### src/rtl/distancias_pkg.sv
// rtl/distancias_pkg.sv - cell codes, search FSM states and quadrant indices for distancias
package distancias_pkg;

   typedef enum logic [1:0] {
      LIVRE     = 2'd0,
      VISITADO  = 2'd1,
      OBSTACULO = 2'd2,
      ALVO      = 2'd3
   } cell_t;

   typedef enum logic [1:0] {
      IDLE,
      SEARCH,
      DONE
   } estado_t;

   localparam int Q_DF          = 0;
   localparam int Q_EF          = 1;
   localparam int Q_ET          = 2;
   localparam int Q_DT          = 3;
   localparam int NumQuadrantes = 4;

endpackage

### src/rtl/distancias_quadrante.sv
// rtl/distancias_quadrante.sv - candidate cell of one quadrant for ring radius r, step k
module distancias_quadrante
   import distancias_pkg::*;
#(
   parameter int Q                = Q_DF,
   parameter int TamanhoMalha     = 8,
   parameter int tamanhoDistancia = 8
) (
   input  logic [tamanhoDistancia-1:0] x,
   input  logic [tamanhoDistancia-1:0] y,
   input  logic [tamanhoDistancia-1:0] r,
   input  logic [tamanhoDistancia-1:0] k,
   output logic [tamanhoDistancia-1:0] cx,
   output logic [tamanhoDistancia-1:0] cy,
   output logic                        dentro
);

   localparam int SW = tamanhoDistancia + 2;
   localparam logic signed [SW-1:0] Limite = SW'(TamanhoMalha - 1);

   logic signed [SW-1:0] sx, sy, sr, sk, px, py;

   always_comb begin
      sx = $signed({2'b00, x});
      sy = $signed({2'b00, y});
      sr = $signed({2'b00, r});
      sk = $signed({2'b00, k});
      case (Q)
         Q_EF:    begin px = sx - sk;      py = sy + sr - sk; end
         Q_ET:    begin px = sx - sr + sk; py = sy - sk;      end
         Q_DT:    begin px = sx + sk;      py = sy - sr + sk; end
         default: begin px = sx + sr - sk; py = sy + sk;      end
      endcase
      // Sign bit set means the candidate fell off the low edge of the grid.
      dentro = !px[SW-1] && !py[SW-1] && (px <= Limite) && (py <= Limite);
      cx     = px[tamanhoDistancia-1:0];
      cy     = py[tamanhoDistancia-1:0];
   end

endmodule

### src/rtl/distancias.sv
// rtl/distancias.sv - nearest-target ring search over the occupancy grid; DISTANCIAS_SNAPSHOT_EN copies malha at start
module distancias
   import distancias_pkg::*;
#(
   parameter int TamanhoMalha     = 8,
   parameter int tamanhoDistancia = 8
) (
   input  logic                        clock,
   input  logic                        reset,
   input  logic [tamanhoDistancia-1:0] posicaoAtualnoEixoX,
   input  logic [tamanhoDistancia-1:0] posicaoAtualnoEixoY,
   input  logic                        novoDado,
   input  logic [1:0]                  malha [TamanhoMalha*TamanhoMalha],
   input  logic [3:0]                  enable,
   output logic                        operacaoFinalizada,
   output logic [tamanhoDistancia-1:0] destinoX,
   output logic [tamanhoDistancia-1:0] destinoY
);

   localparam int W          = tamanhoDistancia;
   localparam int NumCelulas = TamanhoMalha * TamanhoMalha;
   localparam int IdxW       = $clog2(NumCelulas);
   localparam logic [W-1:0] RaioMax = W'(2 * TamanhoMalha - 2);

   estado_t        estado, estadoProx;
   logic [W-1:0]   raio, raioProx, passo, passoProx;
   logic [W-1:0]   posX, posXProx, posY, posYProx;
   logic [W-1:0]   destXProx, destYProx;
   logic           finProx;

   logic [1:0]     grade [NumCelulas];

`ifdef DISTANCIAS_SNAPSHOT_EN
   logic inicio;
   assign inicio = novoDado && (estado != SEARCH);

   always_ff @(posedge clock) begin
      if (inicio) grade <= malha;
   end
`else
   assign grade = malha;
`endif

   logic [W-1:0]               candX [NumQuadrantes];
   logic [W-1:0]               candY [NumQuadrantes];
   logic [NumQuadrantes-1:0]   dentro, acerto;

   for (genvar q = 0; q < NumQuadrantes; q++) begin : gQuad
      logic [IdxW-1:0] indice;

      distancias_quadrante #(
         .Q                (q),
         .TamanhoMalha     (TamanhoMalha),
         .tamanhoDistancia (tamanhoDistancia)
      ) uQuad (
         .x      (posX),
         .y      (posY),
         .r      (raio),
         .k      (passo),
         .cx     (candX[q]),
         .cy     (candY[q]),
         .dentro (dentro[q])
      );

      // Out-of-range candidates are steered to cell 0 so the array read stays legal.
      assign indice = dentro[q] ? IdxW'(candX[q]) + IdxW'(candY[q]) * IdxW'(TamanhoMalha) : '0;
      assign acerto[q] = enable[q] && dentro[q] && (cell_t'(grade[indice]) == ALVO);
   end

   logic [W-1:0] escolhaX, escolhaY;

   always_comb begin
      escolhaX = '0;
      escolhaY = '0;
      for (int q = NumQuadrantes - 1; q >= 0; q--) begin
         if (acerto[q]) begin
            escolhaX = candX[q];
            escolhaY = candY[q];
         end
      end
   end

   always_comb begin
      estadoProx = estado;
      raioProx   = raio;
      passoProx  = passo;
      posXProx   = posX;
      posYProx   = posY;
      destXProx  = destinoX;
      destYProx  = destinoY;
      finProx    = operacaoFinalizada;
      case (estado)
         IDLE, DONE: begin
            if (novoDado) begin
               estadoProx = SEARCH;
               posXProx   = posicaoAtualnoEixoX;
               posYProx   = posicaoAtualnoEixoY;
               raioProx   = W'(1);
               passoProx  = '0;
               finProx    = 1'b0;
            end
         end
         SEARCH: begin
            if (|acerto) begin
               destXProx  = escolhaX;
               destYProx  = escolhaY;
               finProx    = 1'b1;
               estadoProx = DONE;
            end else if (passo == raio - W'(1)) begin
               if (raio == RaioMax) begin
                  destXProx  = posX;
                  destYProx  = posY;
                  finProx    = 1'b1;
                  estadoProx = DONE;
               end else begin
                  raioProx  = raio + W'(1);
                  passoProx = '0;
               end
            end else begin
               passoProx = passo + W'(1);
            end
         end
         default: estadoProx = IDLE;
      endcase
   end

   always_ff @(posedge clock) begin
      if (reset) begin
         estado             <= IDLE;
         raio               <= W'(1);
         passo              <= '0;
         posX               <= '0;
         posY               <= '0;
         destinoX           <= '0;
         destinoY           <= '0;
         operacaoFinalizada <= 1'b0;
      end else begin
         estado             <= estadoProx;
         raio               <= raioProx;
         passo              <= passoProx;
         posX               <= posXProx;
         posY               <= posYProx;
         destinoX           <= destXProx;
         destinoY           <= destYProx;
         operacaoFinalizada <= finProx;
      end
   end

endmodule

### config.mk
export PLATFORM = sky130hd
export DESIGN_NAME = distancias
export DESIGN_NICKNAME = d
export VERILOG_FILES = /design/src/rtl/distancias_pkg.sv /design/src/rtl/distancias_quadrante.sv /design/src/rtl/distancias.sv
export SDC_FILE = /design/constraint.sdc
export NUM_CORES = 1
export LEC_CHECK = 0
export BUFFER_PORTS_ARGS = -buffer_cell sky130_fd_sc_hd__clkbuf_2
export CORE_MARGIN = 2
export CORE_UTILIZATION = 55
export CTS_BUF_LIST = sky130_fd_sc_hd__clkbuf_4 sky130_fd_sc_hd__clkbuf_8
export DETAILED_ROUTE_END_ITERATION = 8
export PLACE_DENSITY = 0.8
export SLEW_MARGIN = 40
export SYNTH_ARGS = -nofsm -noshare
export SYNTH_HDL_FRONTEND = slang
export SYNTH_SLANG_ARGS = --single-unit
### constraint.sdc
create_clock -name clock -period 8.41 [get_ports clock]
set_clock_uncertainty 0.05 [all_clocks]
set_input_delay 2.1025 -clock clock [delete_from_list [all_inputs] [get_ports clock]]
set_output_delay 2.1025 -clock clock [all_outputs]
set_load 0.02 [all_outputs]
==> load_flow_metrics.sql, run 1 <==
INSERT INTO impl_metrics (metric_group, metric, value, unit) VALUES
('detailed_routing', 'via_count', '11800', ''),
('worst_setup_path', 'critical_path.max_stage_delay', '680', 'ps'),
('grt', 'antenna_found_initial', '0', ''),
('finish', 'synthToLayoutAreaGrowth', '10.4', '%'),
('power', 'power_density', '141', 'nW/µm²'),
('worst_setup_path', 'crit_chain', 'inv_1 -> ha_1 -> inv_1 -> o21bai_1 -> a21o_1 -> a21oi_1 -> nor2_1 -> nor2_1 -> xnor2_1 -> ha_1 -> nor2_1 -> o21a_1 -> mux2i_1 -> or4_1 -> nor4_4 -> o211ai_1 -> mux2_2 -> a32oi_1 -> a21boi_2 -> and4_1 -> a41oi_1 -> a311oi_1', ''),
('placement', 'place_ws', '2070', 'ps'),
('worst_setup_path', 'cp_max_stage_cell', 'sky130_fd_sc_hd__dfxtp_1', ''),
('die', 'rows', '50', ''),
('detailed_routing', 'totalWireLength', '37.6', 'mm'),
('power', 'standby_leakage_power', '4.84', 'nW'),
('die', 'floorplan.initialDensity', '0.559', ''),
('worst_setup_path', 'worst_setup_path_start_kind', 'flip-flop', ''),
('detailed_routing', 'detail_route.drc_violations', '0', ''),
('grt', 'overflow', '0', ''),
('synthesis', 'synth_seq_area_share', '0.0980', ''),
('sta', 'final-max-slew-violation-count', '0', ''),
('detailed_routing', 'viasPerCell', '6.66', ''),
('grt', 'vias_in_the_first_global_route', '10700', ''),
('synthesis', 'synth-async-reset-ratio', '0', ''),
('worst_setup_path', 'critical_path_buf_inv_count', '2', ''),
('synthesis', 'synth.area.top_cells', 'sky130_fd_sc_hd__ha_1, sky130_fd_sc_hd__dfxtp_1, sky130_fd_sc_hd__mux4_2', ''),
('grt', 'grt_pass1_wl', '57.7', 'mm'),
('die', 'die_area', '20100', 'µm²'),
('sta', 'fin_crit', '6500', 'ps'),
('synthesis', 'syn_inst', '1415', ''),
('synthesis', 'post-synth-top-count-cell', 'sky130_fd_sc_hd__nand2_1', ''),
('finish', 'fill_cells', '1790', ''),
('placement', 'hpwlAfterDp', '30.1', 'mm'),
('power', 'switching_share', '0.520', ''),
('worst_setup_path', 'critical_path_required', '8580', 'ps'),
('synthesis', 'syn-num-nets', '1687', ''),
('clocking', 'cts-buffers-inserted', '5', ''),
('synthesis', 'flip_flop_and_latch_count_after_synthesis', '51', ''),
('sta', 'postLayoutSetupSlackWorst', '1910', 'ps'),
('die', 'core_area', '18600', 'µm²'),
('sta', 'timing_worst_slew_pin_value', '829', 'ps'),
('power', 'power.ir.vdd_worst', '0.100', 'mV'),
('min_path', 'worst_hold_path_type', 'reg -> reg', ''),
('worst_setup_path', 'timing.critical_path.fanout_max', '12', ''),
('power', 'seq_power_share', '0.169', ''),
('synthesis', 'yosys.area.top_type_share', '0.126', ''),
('clocking', 'cts_hold_repair.buffers', '0', ''),
('clocking', 'worst_setup_hold_path_clk_slew', '110', 'ps'),
('detailed_routing', 'avgRoutedWirePerCell', '21.2', 'µm'),
('clocking', 'worst_skew_pair.late_latency', '300', 'ps'),
('clocking', 'cts_sinks', '51', ''),
('min_path', 'min_delay_path_depth', '2', ''),
('sta', 'period_share', '0.773', ''),
('worst_setup_path', 'critical_path_class', 'reg -> reg', ''),
('die', 'floorplan.die.width', '142', 'µm'),
('grt', 'maximum_number_of_pins_on_one_net_before_global_route_repair', '60', ''),
('worst_setup_path', 'crit_cells', '22', ''),
('grt', 'grt_use_total', '0.364', ''),
('worst_setup_path', 'cpLargestDelayFamily', 'compound AO/OA/AOI/OAI gates', ''),
('synthesis', 'ys_top_cells_by_count', 'sky130_fd_sc_hd__nand2_1, sky130_fd_sc_hd__a21oi_1, sky130_fd_sc_hd__nor2_1', ''),
('clocking', 'cts_resized', '0', ''),
('flow_run', 'maxCapViolations', '0', ''),
('synthesis', 'synth.yosys.warnings', '0', ''),
('outcome', 'run_status', 'finished clean', ''),
('clocking', 'tritoncts', 'yes', ''),
('finish', 'drive_gt1_frac', '0.171', ''),
('sta', 'timing.fmax', '0.154', 'GHz'),
('sta', 'report.final.hold_viol_count', '0', ''),
('placement', 'gpl.final_weighted_congestion', '1.01', ''),
('synthesis', 'post_synth_num_cell_types', '98', ''),
('power', 'internal-power', '0.778', 'mW'),
('placement', 'io_buffer_count', '167', ''),
('clocking', 'cts.path.max_buffers', '2', ''),
('sta', 'setup_tns', '0', 'ps'),
('sta', 'finish_stage_setup_viols', '0', '');
## final cells by class
class | count | area, µm² | share of cell area
Clock inverter | 3 | 27.5 | 0.00239
Sequential cell | 51 | 1020 | 0.0888
Clock buffer | 5 | 68.8 | 0.00598
Antenna cell | 1 | 2.50 | 0.000218
Multi-Input combinational cell | 1218 | 8830 | 0.768
Timing Repair Buffer | 183 | 956 | 0.0831
Tap cell | 234 | 293 | 0.0255
Inverter | 80 | 300 | 0.0261
## cells in the final DEF, fill, tap and decap left out, types with 17 or more instances in the layout
cell type / count
sky130_fd_sc_hd__nor2b_1: 22
sky130_fd_sc_hd__xnor2_1: 43
sky130_fd_sc_hd__nor3_1: 17
sky130_fd_sc_hd__a21o_1: 19
sky130_fd_sc_hd__a31oi_1: 20
sky130_fd_sc_hd__dfxtp_1: 51
sky130_fd_sc_hd__nand2_1: 156
sky130_fd_sc_hd__xor2_1: 21
sky130_fd_sc_hd__o21ai_0: 92
sky130_fd_sc_hd__clkbuf_2: 167
sky130_fd_sc_hd__o21a_1: 20
sky130_fd_sc_hd__nand3_1: 79
sky130_fd_sc_hd__a21oi_1: 122
sky130_fd_sc_hd__ha_1: 104
sky130_fd_sc_hd__nor2_1: 113
sky130_fd_sc_hd__inv_1: 80
sky130_fd_sc_hd__mux2i_1: 20
sky130_fd_sc_hd__nand2b_1: 18
sky130_fd_sc_hd__o211ai_1: 31
sky130_fd_sc_hd__nand4_1: 17
sky130_fd_sc_hd__mux4_2: 30
## worst register-to-register path, stage by stage (launching register included)
cell	delay, ps
sky130_fd_sc_hd__dfxtp_1	680
sky130_fd_sc_hd__inv_1	310
sky130_fd_sc_hd__ha_1	370
sky130_fd_sc_hd__inv_1	90
sky130_fd_sc_hd__o21bai_1	70
sky130_fd_sc_hd__a21o_1	200
sky130_fd_sc_hd__a21oi_1	140
sky130_fd_sc_hd__nor2_1	50
sky130_fd_sc_hd__nor2_1	150
sky130_fd_sc_hd__xnor2_1	180
sky130_fd_sc_hd__ha_1	380
sky130_fd_sc_hd__nor2_1	210
sky130_fd_sc_hd__o21a_1	130
sky130_fd_sc_hd__mux2i_1	50
sky130_fd_sc_hd__or4_1	520
sky130_fd_sc_hd__nor4_4	420
sky130_fd_sc_hd__o211ai_1	270
sky130_fd_sc_hd__mux2_2	350
sky130_fd_sc_hd__a32oi_1	500
sky130_fd_sc_hd__a21boi_2	410
sky130_fd_sc_hd__and4_1	410
sky130_fd_sc_hd__a41oi_1	150
sky130_fd_sc_hd__a311oi_1	300
## kinds of logic after synthesis
family / count (synthesis) / share of synthesized area
adders and majority gates: 121 / 0.157
and+or+nand+nor: 528 / 0.253
buffers and inverters: 146 / 0.0586
xor gates and xnor gates: 67 / 0.0570
AOI/OAI and AO/OA: 448 / 0.288
DFF: 51 / 0.0980
muxes: 54 / 0.0884
## metrics by stage
stage          utilization  power [mW]  instance area, µm²  cells
2_1_floorplan            -        1.11               10400   1415
3_3_place_gp         0.610        1.41               11400   1766
3_5_place_dp         0.611        1.43               11400   1766
4_1_cts              0.616        1.58               11500   1774
5_1_grt              0.617        1.72               11500   1774
6_report             0.617        1.62               11500   1775
## metal layers
metal,GRT usage,vias to the layer above,part of all wire
met5,0,-,0
met4,0.139,0,0.046
met3,0.0570,118,0.11
met2,0.588,710,0.44
met1,0.491,5491,0.41
li1,-,5510,-
## registers in the layout, summed over array words and instances (netlist names)
| signal | count |
|---|---|
| destinoX | 8 |
| destinoY | 8 |
| estado | 2 |
| operacaoFinalizada | 1 |
| passo | 8 |
| posX | 8 |
| posY | 8 |
| raio | 8 |
## final timing paths
| kind | from | end | slack (ps) |
|---|---|---|---|
| setup / recovery | raio[1] | passo[7] | 1910 |
| hold / removal | destinoY[3] | destinoY[3] | 400 |
| setup reg to reg | raio[1] | passo[7] | 1910 |
| hold reg to reg | destinoY[3] | destinoY[3] | 400 |
## power by group through the flow
stage	Sequential [mW]	Combinational, mW	Clock, mW
floorplan	0.267	0.841	0
global placement	0.277	1.13	0
detailed placement	0.278	1.15	0
CTS	0.272	1.16	0.155
global route	0.274	1.28	0.166
finish	0.273	1.19	0.155
Note: power is estimated with default switching activity, not from simulation.
==> run 2: changes to the inputs <==
--- a/config.mk
+++ b/config.mk
@@ -7,10 +7,10 @@
 export LEC_CHECK = 0
 export BUFFER_PORTS_ARGS = -buffer_cell sky130_fd_sc_hd__clkbuf_2
 export CORE_MARGIN = 2
-export CORE_UTILIZATION = 55
+export CORE_UTILIZATION = 54
 export CTS_BUF_LIST = sky130_fd_sc_hd__clkbuf_4 sky130_fd_sc_hd__clkbuf_8
 export DETAILED_ROUTE_END_ITERATION = 8
-export PLACE_DENSITY = 0.8
+export PLACE_DENSITY = 0.82
 export SLEW_MARGIN = 40
 export SYNTH_ARGS = -nofsm -noshare
 export SYNTH_HDL_FRONTEND = slang
==> constraint.sdc (replaced) <==
create_clock -name clock -period 5.9 [get_ports clock]
set_clock_uncertainty 0.05 [all_clocks]
set_input_delay 1.475 -clock clock [delete_from_list [all_inputs] [get_ports clock]]
set_output_delay 1.475 -clock clock [all_outputs]
set_load 0.02 [all_outputs]
==> run 2 against run 1 <==
Compared with the run above:
- hold slack better by 1.0 ps
- final area is 3.7% higher
- register-to-register slack worse by 1700 ps
- non-clock buffer count is 32 higher
- total power is 52% higher
- routed wire length is 1.2% higher
- critical path depth is 2 lower
- clock power is 96% higher
- sequential share of layout area is 0.29 points lower
==> load_flow_metrics.sql, run 2 (synthesized netlist as in run 1, its figures left out) <==
INSERT INTO impl_metrics (metric_group, metric, value, unit) VALUES
('outcome', 'run_status', 'finished clean', ''),
('grt', 'maximum_number_of_pins_on_one_net_before_global_route_repair', '45', ''),
('power', 'power_density', '207', 'nW/µm²'),
('power', 'power.share.clock', '0.123', ''),
('worst_setup_path', 'cp_common_cell', 'sky130_fd_sc_hd__ha_1', ''),
('finish', 'fill_cells', '1732', ''),
('detailed_routing', 'drt.antenna.violating_nets', '0', ''),
('sta', 'period_share', '0.971', ''),
('grt', 'grt_use_total', '0.363', ''),
('worst_setup_path', 'crit_chain', 'inv_1 -> ha_1 -> nor3_1 -> o21ai_0 -> o211ai_1 -> xnor2_1 -> ha_1 -> o21a_1 -> o21ai_1 -> a221oi_2 -> o2111ai_1 -> or4_4 -> or2_0 -> o41a_1 -> a211oi_4 -> nor4_2 -> buf_4 -> and3_4 -> or4_1 -> a21oi_1', ''),
('clocking', 'cts_hold_repair.buffers', '0', ''),
('power', 'power.ir.vdd_worst', '0.117', 'mV'),
('worst_setup_path', 'crit_path_end', 'destinoY[0]', ''),
('worst_setup_path', 'timing.critical_path.fanout_max', '14', ''),
('clocking', 'cts-buffers-inserted', '5', ''),
('detailed_routing', 'route.top_layer_used', 'met4', ''),
('worst_setup_path', 'critical_path_required', '6110', 'ps'),
('detailed_routing', 'detail_route.drc_violations', '0', ''),
('sta', 'fin_crit', '5730', 'ps'),
('die', 'floorplan.die.width', '143', 'µm'),
('power', 'standby_leakage_power', '5.06', 'nW'),
('die', 'rows', '50', ''),
('worst_setup_path', 'worst-endpoint-arrival', '5940', 'ps'),
('finish', 'final_cells', '1832', ''),
('sta', 'maxSlewHeadroom', '0.425', ''),
('grt', 'grt_pass1_wl', '58.9', 'mm'),
('power', 'p_sw', '1.23', 'mW'),
('worst_setup_path', 'critical_path.max_stage_delay', '600', 'ps'),
('power', 'power.combinational.fraction', '0.724', ''),
('worst_setup_path', 'critPathCaptureType', 'flip-flop', ''),
('die', 'core_area', '18800', 'µm²'),
('finish', 'design.final.nets', '1843', ''),
('clocking', 'worst_skew_pair.late_latency', '320', 'ps'),
('worst_setup_path', 'crit_cells', '20', ''),
('worst_setup_path', 'worst-r2r-setup-slack', '170', 'ps'),
('worst_setup_path', 'worst_setup_path_start_kind', 'flip-flop', ''),
('finish', 'antenna_cells', '0', ''),
('die', 'number_of_ports_placed_on_the_die_boundary', '168', ''),
('die', 'die_area', '20400', 'µm²'),
('detailed_routing', 'avgRoutedWirePerCell', '20.8', 'µm'),
('detailed_routing', 'viasPerCell', '6.66', ''),
('worst_setup_path', 'critPathLaunch', 'raio[5]', ''),
('detailed_routing', 'route.met2.wl', '16.8', 'mm'),
('clocking', 'tritoncts', 'yes', ''),
('detailed_routing', 'via_count', '12200', ''),
('sta', 'finish_stage_setup_viols', '0', ''),
('worst_setup_path', 'critical_path_buf_inv_count', '2', ''),
('grt', 'antenna_found_initial', '1', ''),
('worst_setup_path', 'timing.rr.end', 'destinoY[0]', ''),
('sta', 'report.final.hold_viol_count', '0', ''),
('placement', 'hpwlAfterDp', '30.6', 'mm'),
('placement', 'io_buffer_count', '167', ''),
('worst_setup_path', 'worst_r2r_path_depth', '20', ''),
('sta', 'final-max-slew-violation-count', '0', ''),
('die', 'die_height', '143', 'µm'),
('clocking', 'cts_sinks', '51', ''),
('worst_setup_path', 'reg2reg_from', 'raio[5]', ''),
('worst_setup_path', 'cp_max_stage_cell', 'sky130_fd_sc_hd__or4_4', ''),
('min_path', 'worst_hold_path_type', 'reg -> reg', ''),
('finish', 'layout.cells.most_common', 'sky130_fd_sc_hd__clkbuf_2', ''),
('detailed_routing', 'drtIter0Drc', '1305', ''),
('die', 'floorplan.initialDensity', '0.553', ''),
('clocking', 'worst_setup_hold_path_clk_slew', '110', 'ps'),
('clocking', 'cts_root_buffer', 'sky130_fd_sc_hd__clkbuf_8', ''),
('detailed_routing', 'drt_first_pass_iters', '7', ''),
('power', 'internal-power', '1.23', 'mW'),
('flow_run', 'maxCapViolations', '0', ''),
('power', 'switching_share', '0.501', ''),
('finish', 'post-route-util', '0.633', ''),
('detailed_routing', 'wl_on_met1', '14.8', 'mm'),
('worst_setup_path', 'critical_path_class', 'reg -> reg', ''),
('detailed_routing', 'route.met3.wl', '4.64', 'mm'),
('finish', 'synthToLayoutAreaGrowth', '14.4', '%'),
('grt', 'overflow', '0', ''),
('sta', 'timing.fmax', '0.174', 'GHz'),
('grt', 'vias_in_the_first_global_route', '11300', ''),
('finish', 'drive_gt1_frac', '0.202', ''),
('clocking', 'cts.htree.levels', '2', ''),
('detailed_routing', 'totalWireLength', '38.1', 'mm'),
('finish', 'final_design_area_no_fill', '11900', 'µm²'),
('placement', 'dpl.cell_count', '1818', ''),
('placement', 'gpl.final_weighted_congestion', '1.02', ''),
('power', 'seq_power_share', '0.153', ''),
('finish', 'most_frequent_cells_in_the_layout', 'sky130_fd_sc_hd__clkbuf_2, sky130_fd_sc_hd__nand2_1, sky130_fd_sc_hd__a21oi_1', ''),
('sta', 'timing_worst_slew_pin_value', '862', 'ps'),
('worst_setup_path', 'cpLargestDelayFamily', 'compound AO/OA/AOI/OAI gates', ''),
('placement', 'dpl_cell_area', '11600', 'µm²'),
('clocking', 'cts.path.max_buffers', '2', '');
run 2: cell types whose count changed in the layout (fill, tap and decap cells not counted), moves of 3 or more:
cell / delta
sky130_fd_sc_hd__dfxtp_2: +3
sky130_fd_sc_hd__nor3b_2: +3
sky130_fd_sc_hd__inv_2: +3
sky130_fd_sc_hd__dfxtp_1: -3
sky130_fd_sc_hd__inv_1: -3
sky130_fd_sc_hd__nor3b_1: -3
sky130_fd_sc_hd__buf_4: +30
run 2: worst min-delay path by stage:
| stage | cells after the start | slack [ps] | start | end |
|---|---|---|---|---|
| 3_3_place_gp | 2 | 390 | destinoY[7] | destinoY[7] |
| 3_5_place_dp | 2 | 390 | destinoX[3] | destinoX[3] |
| 5_1_grt | 2 | 430 | destinoX[3] | destinoX[3] |
| 4_1_cts | 2 | 410 | destinoX[3] | destinoX[3] |
| 2_1_floorplan | 2 | 400 | estado[1] | estado[1] |
| 6_report | 2 | 410 | destinoY[7] | destinoY[7] |
run 2: repair_timing:
item,CTS,global route
gates resized for setup,0,29
endpoints found under the setup margin,4,35
setup buffers,1,5
pin swaps,1,8
run 2: per-stage QoR:
| step | setup WS [ps] | power (mW) | hold WS [ps] | TNS [ps] |
|---|---|---|---|---|
| floorplan | 387 | 1.58 | 400 | 0 |
| global placement | 205 | 2.02 | 390 | 0 |
| detailed placement | 28.5 | 2.05 | 394 | 0 |
| CTS | 10.7 | 2.36 | 408 | 0 |
| global route | -111 | 2.59 | 426 | -936 |
| finish | 168 | 2.46 | 406 | 0 |
run 2: final cells by class:
| type | count | area [µm²] | area share |
|---|---|---|---|
| multi-input cells | 1218 | 8930 | 0.749 |
| repair buffers | 215 | 1210 | 0.102 |
| flip-flops and latches | 51 | 1020 | 0.0859 |
| well taps | 260 | 325 | 0.0273 |
| inverters | 80 | 300 | 0.0252 |
| clock buffers | 5 | 68.8 | 0.00577 |
| clock inverters | 3 | 67.6 | 0.00567 |
run 2: per-layer routing:
metal / track usage / up-vias
li1: - / 5575
met1: 0.470 / 5637
met2: 0.580 / 821
met3: 0.0865 / 162
met4: 0.154 / 0
met5: 0 / -
run 2: worst min-delay path, delay by kind of cell, from the launching register on:
kind / cells / cell delay, ps
AND/OR/NAND/NOR: 1 / 50
AO/OA/AOI/OAI: 1 / 50
flip-flops: 1 / 320
run 2: power groups by stage:
| stage | clock network (mW) | registers (mW) | logic (mW) |
|---|---|---|---|
| global placement | 0 | 0.382 | 1.64 |
| floorplan | 0 | 0.381 | 1.20 |
| CTS | 0.301 | 0.375 | 1.68 |
| global route | 0.312 | 0.377 | 1.90 |
| finish | 0.304 | 0.377 | 1.78 |
| detailed placement | 0 | 0.383 | 1.67 |
